**config.mk**
```make
export PLATFORM = sky130hd
export DESIGN_NAME = mem_port_arbiter
export DESIGN_NICKNAME = d
export VERILOG_FILES = /design/src/rtl/mem_port_arbiter.sv
export SDC_FILE = /design/constraint.sdc
export NUM_CORES = 1
export LEC_CHECK = 0
export ABC_CLOCK_PERIOD_IN_PS = 2600
export BUFFER_PORTS_ARGS = -buffer_cell sky130_fd_sc_hd__buf_2
export CORE_UTILIZATION = 47
export DETAILED_ROUTE_END_ITERATION = 10
export PLACE_DENSITY = 0.76
export REMOVE_ABC_BUFFERS = 1
export SETUP_SLACK_MARGIN = 0.02
export SYNTH_ARGS = -nofsm -noshare
export SYNTH_HDL_FRONTEND = slang
export SYNTH_SLANG_ARGS = --single-unit
```
**constraint.sdc**
```tcl
create_clock -name clk -period 2.6 [get_ports clk]
set_input_delay 0.39 -clock clk [delete_from_list [all_inputs] [get_ports clk]]
set_output_delay 0.39 -clock clk [all_outputs]
set_load 0.1 [all_outputs]
```
**src/rtl/mem_port_arbiter.sv**
```systemverilog
// Single-port RAM arbiter for the IF fetch port and the MEM load/store port.
// Serialises accesses, waits out the RAM read latency and stalls the pipe.
module mem_port_arbiter #(
    parameter int LATENCY      = 2,
    parameter int MAX_DATA_RUN = 4
) (
    input  logic        clk,
    input  logic        rst_n,
    input  logic        if_req,
    input  logic [31:0] if_addr,
    output logic        if_done,
    output logic [31:0] if_rdata,
    input  logic        d_rd,
    input  logic        d_wr,
    input  logic [31:0] d_addr,
    input  logic [31:0] d_wdata,
    output logic        d_done,
    output logic [31:0] d_rdata,
    output logic        ram_en,
    output logic        ram_we,
    output logic [31:0] ram_addr,
    output logic [31:0] ram_wdata,
    input  logic [31:0] ram_rdata,
    output logic        stall
);

    typedef enum logic [1:0] {
        IDLE = 2'd0,
        WAIT = 2'd1,
        DONE = 2'd2
    } state_t;

    localparam logic [3:0] LAT     = 4'(LATENCY);
    localparam logic [3:0] RUN_MAX = 4'(MAX_DATA_RUN);

    state_t      state_q, state_d;
    logic        owner_q, owner_d;
    logic [3:0]  cnt_q, cnt_d;
    logic [3:0]  run_q, run_d;
    logic        en_q, en_d;
    logic        we_q, we_d;
    logic [31:0] addr_q, addr_d;
    logic [31:0] wdata_q, wdata_d;
    logic [31:0] if_rdata_q, if_rdata_d;
    logic [31:0] d_rdata_q, d_rdata_d;

    logic d_req;
    logic fetch_win;
    logic data_win;

    assign d_req     = d_rd | d_wr;
    // Fetch only beats data once a run of data grants has starved it.
    assign fetch_win = if_req & (~d_req | (run_q == RUN_MAX));
    assign data_win  = d_req & ~fetch_win;

    always_comb begin
        state_d    = state_q;
        owner_d    = owner_q;
        cnt_d      = cnt_q;
        run_d      = run_q;
        en_d       = 1'b0;
        we_d       = 1'b0;
        addr_d     = addr_q;
        wdata_d    = wdata_q;
        if_rdata_d = if_rdata_q;
        d_rdata_d  = d_rdata_q;

        unique case (state_q)
            IDLE: begin
                if (fetch_win | data_win) begin
                    en_d    = 1'b1;
                    owner_d = data_win;
                    if (data_win) begin
                        addr_d  = d_addr;
                        wdata_d = d_wdata;
                        if (!if_req) begin
                            run_d = 4'd0;
                        end else if (run_q != RUN_MAX) begin
                            run_d = run_q + 4'd1;
                        end
                    end else begin
                        addr_d  = if_addr;
                        wdata_d = 32'h0;
                        run_d   = 4'd0;
                    end
                    // A simultaneous load and store is a store.
                    if (data_win & d_wr) begin
                        we_d    = 1'b1;
                        state_d = DONE;
                    end else begin
                        cnt_d   = LAT;
                        state_d = WAIT;
                    end
                end
            end
            WAIT: begin
                cnt_d = cnt_q - 4'd1;
                if (cnt_q == 4'd1) begin
                    state_d = DONE;
                    if (owner_q) begin
                        d_rdata_d = ram_rdata;
                    end else begin
                        if_rdata_d = ram_rdata;
                    end
                end
            end
            DONE: begin
                state_d = IDLE;
            end
            default: begin
                state_d = IDLE;
            end
        endcase
    end

    always_ff @(posedge clk or negedge rst_n) begin
        if (!rst_n) begin
            state_q    <= IDLE;
            owner_q    <= 1'b0;
            cnt_q      <= 4'd0;
            run_q      <= 4'd0;
            en_q       <= 1'b0;
            we_q       <= 1'b0;
            addr_q     <= 32'h0;
            wdata_q    <= 32'h0;
            if_rdata_q <= 32'h0;
            d_rdata_q  <= 32'h0;
        end else begin
            state_q    <= state_d;
            owner_q    <= owner_d;
            cnt_q      <= cnt_d;
            run_q      <= run_d;
            en_q       <= en_d;
            we_q       <= we_d;
            addr_q     <= addr_d;
            wdata_q    <= wdata_d;
            if_rdata_q <= if_rdata_d;
            d_rdata_q  <= d_rdata_d;
        end
    end

    assign ram_en    = en_q;
    assign ram_we    = we_q;
    assign ram_addr  = addr_q;
    assign ram_wdata = wdata_q;
    assign if_rdata  = if_rdata_q;
    assign d_rdata   = d_rdata_q;
    assign if_done   = (state_q == DONE) & ~owner_q;
    assign d_done    = (state_q == DONE) & owner_q;
    assign stall     = (if_req & ~if_done) | (d_req & ~d_done);

endmodule

```
==> key figures, run 1 <==
Setup path
  – CP arrival: 1800 ps
  – FF-to-FF Start: cnt_q[1]
  – CP max stage cell: dfrtp_1
  – Worst r2r path cells: 6
  – R2R Path End: if_rdata[8]
  – Family with the most delay on the worst path: flip-flops
  – Reg-to-reg slack, setup: 580 ps
  – WP buf/inv: 1
  – Critical path required time: 2210 ps
  – CP Capture Type: primary output
  – Critical path class: flip-flop to primary output
  – CP Max Fanout: 10
  – CP Cell Sequence: and3b_1, o22ai_1, buf_2
  – Worst stage delay on the critical path: 490 ps
  – CP Launch Type: flip-flop

Hold path
  – HP Class: input port to flip-flop
  – Hold Path Origin: d_wdata[1]
  – Worst Hold End: ram_wdata[1]
  – Hold Path Depth: 2

Synthesis
  – Syn Area/Cell: 12.7 sq um
  – Synth area leaders: dfrtp_1, mux2_2, a22o_1, a31oi_1, nand3_1
  – Most frequent cell after synthesis: dfrtp_1
  – Post-synth top flop: dfrtp_1
  – Post-synth top area share: 0.607
  – Synth Register Bits: 141
  – Mapped Area: 5810 sq um
  – Post-synth ARST share: 1.00
  – Count of cell types in the netlist: 37
  – Sequential fraction of the synthesis area: 0.607
  – Yosys warning count: 0
  – Post-synth EDFFs: 0
  – Cell count after synthesis: 459
  – Synth top cells by count: dfrtp_1, mux2_2, a22o_1, nand3_1, o21ai_0
  – Top cell type by total area after synthesis: dfrtp_1

Timing
  – Max Slew Vio Count: 0
  – Setup ws final: 412 ps
  – Final setup violation count: 0
  – Slew @ Worst Pin: 613 ps
  – Final worst path period share: 0.841
  – Slew headroom: 0.591
  – Max frequency: 0.457 GHz
  – Min Tclk post-route: 2190 ps
  – Clk_skew: 12.4 ps
  – RSZ-0062 raised after global routing: false
  – Hold Fails Final Rpt: 0

Global routing
  – First-pass GRT wire length: 23,700 um
  – Overflow after GRT: 0
  – Largest net degree at the start of global routing: 76
  – Initial antenna violation count: 0
  – GRT Resource Usage Total: 0.236
  – Vias in the first global route: 4,787

Die
  – Core area: 12,000 sq um
  – Die Ht: 113 um
  – Die area: 12,800 sq um
  – Initial core utilization: 0.484
  – Die X-Extent: 113 um
  – Ports: 266
  – Row count: 40

Route
  – Detail Route Antenna Nets: 0
  – Detailed Route Iter0 Violations: 325
  – WL final: 14,700 um
  – Vias/cell: 5.55
  – Drt wl/cell: 16.8 um
  – DRC violations left: 0
  – Via count: 4,864
  – Pre-antenna DRT Iters: 4

Cells and area
  – # fillers: 919
  – Nets: 854
  – Share of cells above drive strength 1: 0.525
  – Ant. Diodes: 0
  – Area delta synth->final: 35.9%

Place
  – Routability Congestion: 0.854
  – Placement Setup Slack: 578 ps
  – PortBufs: 265
  – Post-DP HPWL: 10,200 um

Run status
  – Status: complete, no violations

Clocking
  – Clock Tree Root: clkbuf_16
  – Clk sink count: 141
  – Clk_lat worst skew: 410 ps
  – Reg clk slew, reported paths: 60 ps
  – CTS resizes: 0
  – TritonCTS clock tree: yes
  – CTS H-tree lvls: 4
  – Buffer depth of the longest clock path: 2
  – CTS buffer count: 17

Job
  – Max cap viols: 0
## worst register-to-register path: cells and delay by family (launching register included)
| kind | cells | cell delay, ps |
|---|---|---|
| and+or+nand+nor | 2 | 630 |
| DFF | 1 | 380 |
| adders and majority gates | 1 | 170 |
| buffers and inverters | 2 | 350 |
| muxes | 1 | 370 |
## cells by family after synthesis
family | Yosys count | share of synthesized area
compound gates | 142 | 0.157
fa+ha+maj | 4 | 0.00861
buf+inv | 44 | 0.0355
flops | 141 | 0.607
mux | 68 | 0.132
simple gates | 60 | 0.0599
## registers in the layout (all words and copies together), names as in the netlist
register / count
ram_wdata: 32
state_q: 2
run_q: 4
cnt_q: 4
ram_we: 1
ram_addr: 32
owner_q: 1
ram_en: 1
d_rdata: 32
if_rdata: 32
## worst max-delay path by stage
| stage | cells past startpoint | end | from |
|---|---|---|---|
| detailed placement | 6 | if_rdata[20] | cnt_q[1] |
| finish | 3 | stall | state_q[0] |
| global route | 3 | stall | state_q[0] |
| floorplan | 2 | stall | state_q[0] |
| global placement | 6 | if_rdata[0] | cnt_q[1] |
| CTS | 3 | stall | state_q[0] |
## per-layer routing
layer | vias up | GRT usage | part of all wire
li1 | 2225 | - | -
met1 | 2397 | 0.304 | 0.43
met2 | 216 | 0.380 | 0.48
met3 | 26 | 0.0616 | 0.062
met4 | 0 | 0.103 | 0.024
met5 | - | 0 | 0
## layout make-up
cell class	instances	area (sq um)	area share
multi-input combinational	274	2090	0.265
sequential	141	3530	0.447
clock buffer	17	425	0.0538
timing repair buffer	277	1450	0.184
inverter	6	22.5	0.00285
tap	147	184	0.0233
clock inverter	14	196	0.0249
## through the flow
stage                util  TNS [ps]  cell area, sq um  hold slack [ps]  std cells
finish              0.658         0              7900              196        876
floorplan               -    -17230              5630             94.4        421
global placement    0.605         0              7270              306        844
detailed placement  0.605         0              7270              311        844
global route        0.658         0              7900              183        876
CTS                 0.658         0              7900              177        876
## timing repair
item / 4_1_cts / 5_1_grt
hold buffers: 1 / 0
buffers inserted: 0 / 0
endpoints found under the hold margin: 34 / 0
## cell usage in the layout, fill, tap and decap left out, types with 3 or more instances in the layout
cell type / instances
nor2b_1: 3
a21oi_1: 32
dfrtp_1: 141
a22o_1: 37
o21ai_0: 33
buf_2: 264
nor2_1: 5
ha_1: 4
buf_4: 9
nand3_1: 32
inv_1: 5
mux2_2: 66
bufinv_16: 4
clkinv_4: 5
a31oi_1: 32
clkbuf_16: 17
clkinvlp_4: 3
Power of run 1 is not shown: default switching activity piles up to over one toggle a cycle in this logic, so the estimate is an artifact.
==> run 2, diff against run 1 <==
Settings changed: ABC_CLOCK_PERIOD_IN_PS 2600 to 2000, CORE_UTILIZATION 47 to 42, PLACE_DENSITY 0.76 to 0.72.
Clock period 2.6 ns to 2 ns, I/O delays scaled along.
==> run 2 against run 1 <==
Clock skew about the same. Register-to-register slack got worse by 550 ps. Global-route usage down 0.90 points. Critical path depth is 4 higher. Sequential cell count unchanged. Setup slack worse by 380 ps. Count of clock-buffer cells in the layout is 2 higher. Critical path type is now flip-flop to flip-flop. Non-clock buffer count is 10 higher.
==> key figures, run 2 (synthesis gave the netlist of run 1 again) <==
Route
  – DRC violations left: 0 (unchanged)
  – Drt wl/cell: 18.0 um (was 16.8 um)
  – Pre-antenna DRT Iters: 5 (was 4)
  – WL final: 16,500 um (was 14,700 um)
  – Vias/cell: 5.46 (was 5.55)
  – Detail Route Antenna Nets: 0 (unchanged)
  – Via count: 5,006 (was 4,864)
  – Detailed Route Iter0 Violations: 337 (was 325)

Cells and area
  – Commonest non-fill, non-tap cell in the layout: buf_2 (unchanged)
  – Share of cells above drive strength 1: 0.543 (was 0.525)
  – Nets: 865 (was 854)
  – Area delta synth->final: 41.6% (was 35.9%)
  – Most frequent cells in the layout: buf_2, dfrtp_1, a22o_1, mux2_2, o21ai_0 (was buf_2, dfrtp_1, mux2_2, a22o_1, o21ai_0)

Clocking
  – Clock Tree Root: clkbuf_16 (unchanged)
  – Clk_lat worst skew: 410 ps (about the same)
  – Reg clk slew, reported paths: 60 ps (about the same)
  – TritonCTS clock tree: yes (unchanged)
  – Clk sink count: 141 (unchanged)
  – Buffer depth of the longest clock path: 2 (unchanged)
  – CTS buffer count: 17 (unchanged)
  – CTS H-tree lvls: 4 (unchanged)

Global routing
  – GRT Resource Usage Total: 0.227 (was 0.236)
  – First-pass GRT wire length: 25,400 um (was 23,700 um)
  – Initial antenna violation count: 1 (was 0)
  – Largest net degree at the start of global routing: 50 (was 76)
  – Vias in the first global route: 5,110 (was 4,787)
  – Overflow after GRT: 0 (unchanged)

Die
  – Core area: 13,300 sq um (was 12,000 sq um)
  – Ports: 266 (unchanged)
  – Row count: 42 (was 40)
  – Die area: 14,300 sq um (was 12,800 sq um)
  – Initial core utilization: 0.435 (was 0.484)
  – Die Ht: 120 um (was 113 um)
  – Die X-Extent: 120 um (was 113 um)

Setup path
  – Critical path required time: 2290 ps (was 2210 ps)
  – CP Launch Type: flip-flop (unchanged)
  – CP Capture Type: flip-flop (was primary output)
  – CP arrival: 2260 ps (was 1800 ps)
  – CP Max Fanout: 8 (was 10)
  – Critical path class: flip-flop to flip-flop (was flip-flop to primary output)

Job
  – Max cap viols: 0 (unchanged)

Timing
  – Final worst path period share: 0.986
  – RSZ-0062 raised after global routing: true (was false)
  – Slew @ Worst Pin: 706 ps (was 613 ps)
  – Max Slew Vio Count: 0 (unchanged)
  – Hold Fails Final Rpt: 0 (unchanged)
  – Slew headroom: 0.528 (was 0.591)
  – Min Tclk post-route: 1970 ps
  – Max frequency: 0.507 GHz
  – Clk_skew: 12.0 ps (was 12.4 ps)
  – Final setup violation count: 0 (unchanged)
  – Setup ws final: 28.6 ps (was 412 ps)

Place
  – Routability Congestion: 0.879 (was 0.854)
  – PortBufs: 265 (unchanged)
  – Placement Setup Slack: -126 ps (was 578 ps)
  – Post-DP HPWL: 10,700 um (was 10,200 um)

Run status
  – Status: complete, no violations (unchanged)

Hold path
  – HP Class: input port to flip-flop (unchanged)
run 2: cell count changes in the layout (fill, tap and decap cells not counted), sizes merged:
cell / delta
diode: +1
clkinv: -1
buf: +8
bufinv: -3
inv: +3
clkbuf: +4
nor3: +1
clkinvlp: -1
run 2: area by class of cell:
cell class / instances / area, sq um
antenna: 1 / 2.50
clock buffer: 19 / 453
clock inverter: 12 / 113
fill: 1093 / 5120
inverter: 6 / 22.5
multi-input combinational: 275 / 2260
sequential: 141 / 3530
tap: 176 / 220
timing repair buffer: 287 / 1630
run 2: worst max-delay path, stage by stage (launching register included):
cell,delay (ps)
dfrtp_1,400
inv_2,90
ha_4,130
or3b_4,390
nor3b_4,220
buf_6,150
clkbuf_16,170
mux2_4,300
run 2: what timing repair did:
action / CTS / global route
resized for setup: 7 / 44
setup endpoints to repair: 53 / 47
buffers inserted: 0 / 3
pin swaps: 1 / 2
endpoints found under the hold margin: 46 / 0
hold buffers: 1 / 0
gates cloned: 1 / 3
run 2: metrics by stage:
step | hold WS [ps] | instance area, sq um | util | setup TNS [ps] | instances
after floorplan | 4.41 | 5630 | - | -82500 | 421
after global placement | 277 | 7360 | 0.551 | 0 | 877
after detailed placement | 289 | 7360 | 0.551 | -3440 | 877
after CTS | 76.6 | 7970 | 0.597 | 0 | 910
after global routing | 79.2 | 8230 | 0.616 | -546 | 917
final | 99.4 | 8230 | 0.616 | 0 | 917
run 2: final timing paths:
check,start,to,slack [ps],cells past startpoint
setup / recovery,cnt_q[1],if_rdata[12],30,7
hold / removal,d_wdata[25],ram_wdata[25],100,2
setup reg to reg,cnt_q[1],if_rdata[12],30,7
hold reg to reg,ram_wdata[21],ram_wdata[21],500,1
max in group asynchronous,rst_n,if_rdata[20],980,3
min in group asynchronous,rst_n,ram_addr[26],410,2
run 2: metal layers:
metal	wire length (um)	global-route usage	vias to the layer above
li1	-	-	2255
met1	6680	0.273	2497
met2	8590	0.388	223
met3	939	0.0570	31
met4	333	0.0969	0
met5	0	0	-
Power of run 2 is left out for the same reason.
==> run 3, diff against run 2 <==
Settings changed: RECOVER_POWER set to 25.
==> run 3 against run 2 <==
Cell area fell by 0.21%. First-iteration DRC count fell by 0.30%. Count of clock-buffer cells in the layout did not move. Clock skew fell by 1.3 ps. Worst hold slack got worse by 0.88 ps. Core utilization fell by 0.13 points. Setup slack got worse by 0.67 ps. Non-clock buffer count did not move. Die area did not move. Critical path type unchanged. Global-route usage did not move. Sequential cell count did not move.
==> key figures, run 3 (synthesis gave the netlist of run 1 again) <==
Timing
  – RSZ-0062 raised after global routing: true (unchanged)
  – Setup_tns: 0 ps (unchanged)
  – Hold Fails Final Rpt: 0 (unchanged)
  – Clk_skew: 10.6 ps (was 12.0 ps)
  – Worst Hold Slack: 98.6 ps (was 99.4 ps)
  – Final worst path period share: 0.986 (about the same)
  – Slew @ Worst Pin: 1300 ps (was 706 ps)
  – Max frequency: 0.507 GHz (about the same)
  – Max Slew Vio Count: 0 (unchanged)
  – Final setup violation count: 0 (unchanged)
  – Slew headroom: 0.135 (was 0.528)
  – Min Tclk post-route: 1970 ps (about the same)

Die
  – Die area: 14,300 sq um (unchanged)
  – Die X-Extent: 120 um (unchanged)
  – Row count: 42 (unchanged)
  – Die Ht: 120 um (unchanged)
  – Core area: 13,300 sq um (unchanged)
  – Ports: 266 (unchanged)
  – Initial core utilization: 0.435 (unchanged)

Route
  – Detailed Route Iter0 Violations: 336 (was 337)
  – DRC violations left: 0 (unchanged)
  – Pre-antenna DRT Iters: 5 (unchanged)
  – WL final: 16,700 um (was 16,500 um)
  – Detail Route Antenna Nets: 0 (unchanged)
  – Vias/cell: 5.46 (about the same)
  – Via count: 5,009 (was 5,006)
  – Drt wl/cell: 18.2 um (was 18.0 um)

Clocking
  – CTS H-tree lvls: 4 (unchanged)
  – Buffer depth of the longest clock path: 2 (unchanged)
  – TritonCTS clock tree: yes (unchanged)
  – Clk sink count: 141 (unchanged)
  – CTS buffer count: 17 (unchanged)
  – Clk_lat worst skew: 410 ps (about the same)
  – Reg clk slew, reported paths: 60 ps (about the same)
  – Clock Tree Root: clkbuf_16 (unchanged)

Place
  – Post-DP HPWL: 10,700 um (unchanged)
  – Placed Area: 7360 sq um (unchanged)
  – PortBufs: 265 (unchanged)
  – Routability Congestion: 0.879 (unchanged)
  – Placed cell count: 877 (unchanged)

Setup path
  – CP Capture Type: flip-flop (unchanged)
  – R2R Path End: if_rdata[14] (was if_rdata[12])
  – CP Cell Sequence: inv_2, ha_4, or3b_4, nor3b_4, buf_6, clkbuf_16, mux2_4 (unchanged)
  – CP max stage cell: dfrtp_1 (unchanged)
  – Reg-to-reg slack, setup: 30 ps (about the same)
  – Critical path class: flip-flop to flip-flop (unchanged)
  – CP Max Fanout: 8 (unchanged)
  – WP buf/inv: 3 (unchanged)
  – Critical path required time: 2290 ps (about the same)
  – Worst stage delay on the critical path: 400 ps (about the same)
  – FF-to-FF Start: cnt_q[1] (unchanged)
  – Worst r2r path cells: 7 (unchanged)
  – CP Launch Type: flip-flop (unchanged)
  – Family with the most delay on the worst path: simple AND/OR/NAND/NOR gates (unchanged)
  – CP arrival: 2260 ps (about the same)

Hold path
  – HP Class: input port to flip-flop (unchanged)
  – Worst Hold End: ram_wdata[25] (unchanged)
  – Hold Path Origin: d_wdata[25] (unchanged)
  – Hold Path Depth: 2 (unchanged)

Cells and area
  – Post-layout instance count excluding filler cells: 917 (unchanged)
  – Nets: 865 (unchanged)
  – Most frequent cells in the layout: buf_2, dfrtp_1, a22o_1, mux2_2, o21ai_0 (unchanged)
  – Commonest non-fill, non-tap cell in the layout: buf_2 (unchanged)
  – Share of cells above drive strength 1: 0.543 (unchanged)
  – Area delta synth->final: 41.3% (was 41.6%)
  – Post-route cell area: 8210 sq um (was 8230 sq um)

Global routing
  – Vias in the first global route: 5,110 (unchanged)
  – Largest net degree at the start of global routing: 50 (unchanged)
  – Overflow after GRT: 0 (unchanged)
  – GRT Resource Usage Total: 0.227 (unchanged)
  – First-pass GRT wire length: 25,400 um (unchanged)
  – Initial antenna violation count: 1 (unchanged)

Job
  – Max cap viols: 0 (unchanged)

Run status
  – Status: complete, no violations (unchanged)
-- run 3: layout make-up --
cell class,instances,area (sq um)
antenna,1,2.50
sequential,141,3530
clock buffer,19,453
inverter,6,22.5
fill,1098,5140
multi-input combinational,275,2260
tap,176,220
clock inverter,12,113
timing repair buffer,287,1610
-- run 3: worst reg2reg max path: stages, from the launching register on --
cell	delay, ps
dfrtp_1	400
inv_2	90
ha_4	130
or3b_4	390
nor3b_4	220
buf_6	150
clkbuf_16	170
mux2_4	310
-- run 3: worst max-delay path by stage --
stage | startpoint | endpoint | slack, ps | depth (start not counted)
after CTS | cnt_q[1] | if_rdata[9] | 7 | 6
after floorplan | state_q[0] | stall | -2500 | 2
after global placement | run_q[0] | ram_wdata[24] | 10 | 5
final | cnt_q[1] | if_rdata[14] | 30 | 7
after detailed placement | run_q[0] | ram_wdata[17] | -130 | 5
after global routing | cnt_q[1] | if_rdata[12] | -30 | 7
-- run 3: repair_timing --
item / in CTS / in global routing
endpoints found under the setup margin: 53 / 47
pin swaps: 1 / 2
resized for setup: 7 / 44
endpoints found under the hold margin: 46 / 0
buffers inserted: 0 / 3
gates cloned: 1 / 3
hold buffers: 1 / 0
-- run 3: per-layer routing --
layer	routed length, um	vias to the layer above	part of all wire	global-route usage
met3	1010	24	0.060	0.0570
met5	0	-	0	0
met2	8590	241	0.52	0.388
met4	302	0	0.018	0.0969
li1	-	2248	-	-
met1	6780	2496	0.41	0.273
-- run 3: per-stage QoR --
step            util  setup slack (ps)
2_1_floorplan      -             -2500
3_3_place_gp   0.551              10.9
3_5_place_dp   0.551              -126
4_1_cts        0.597              6.97
5_1_grt        0.615             -33.4
6_report       0.615              27.9
Power of run 3 is left out for the same reason.
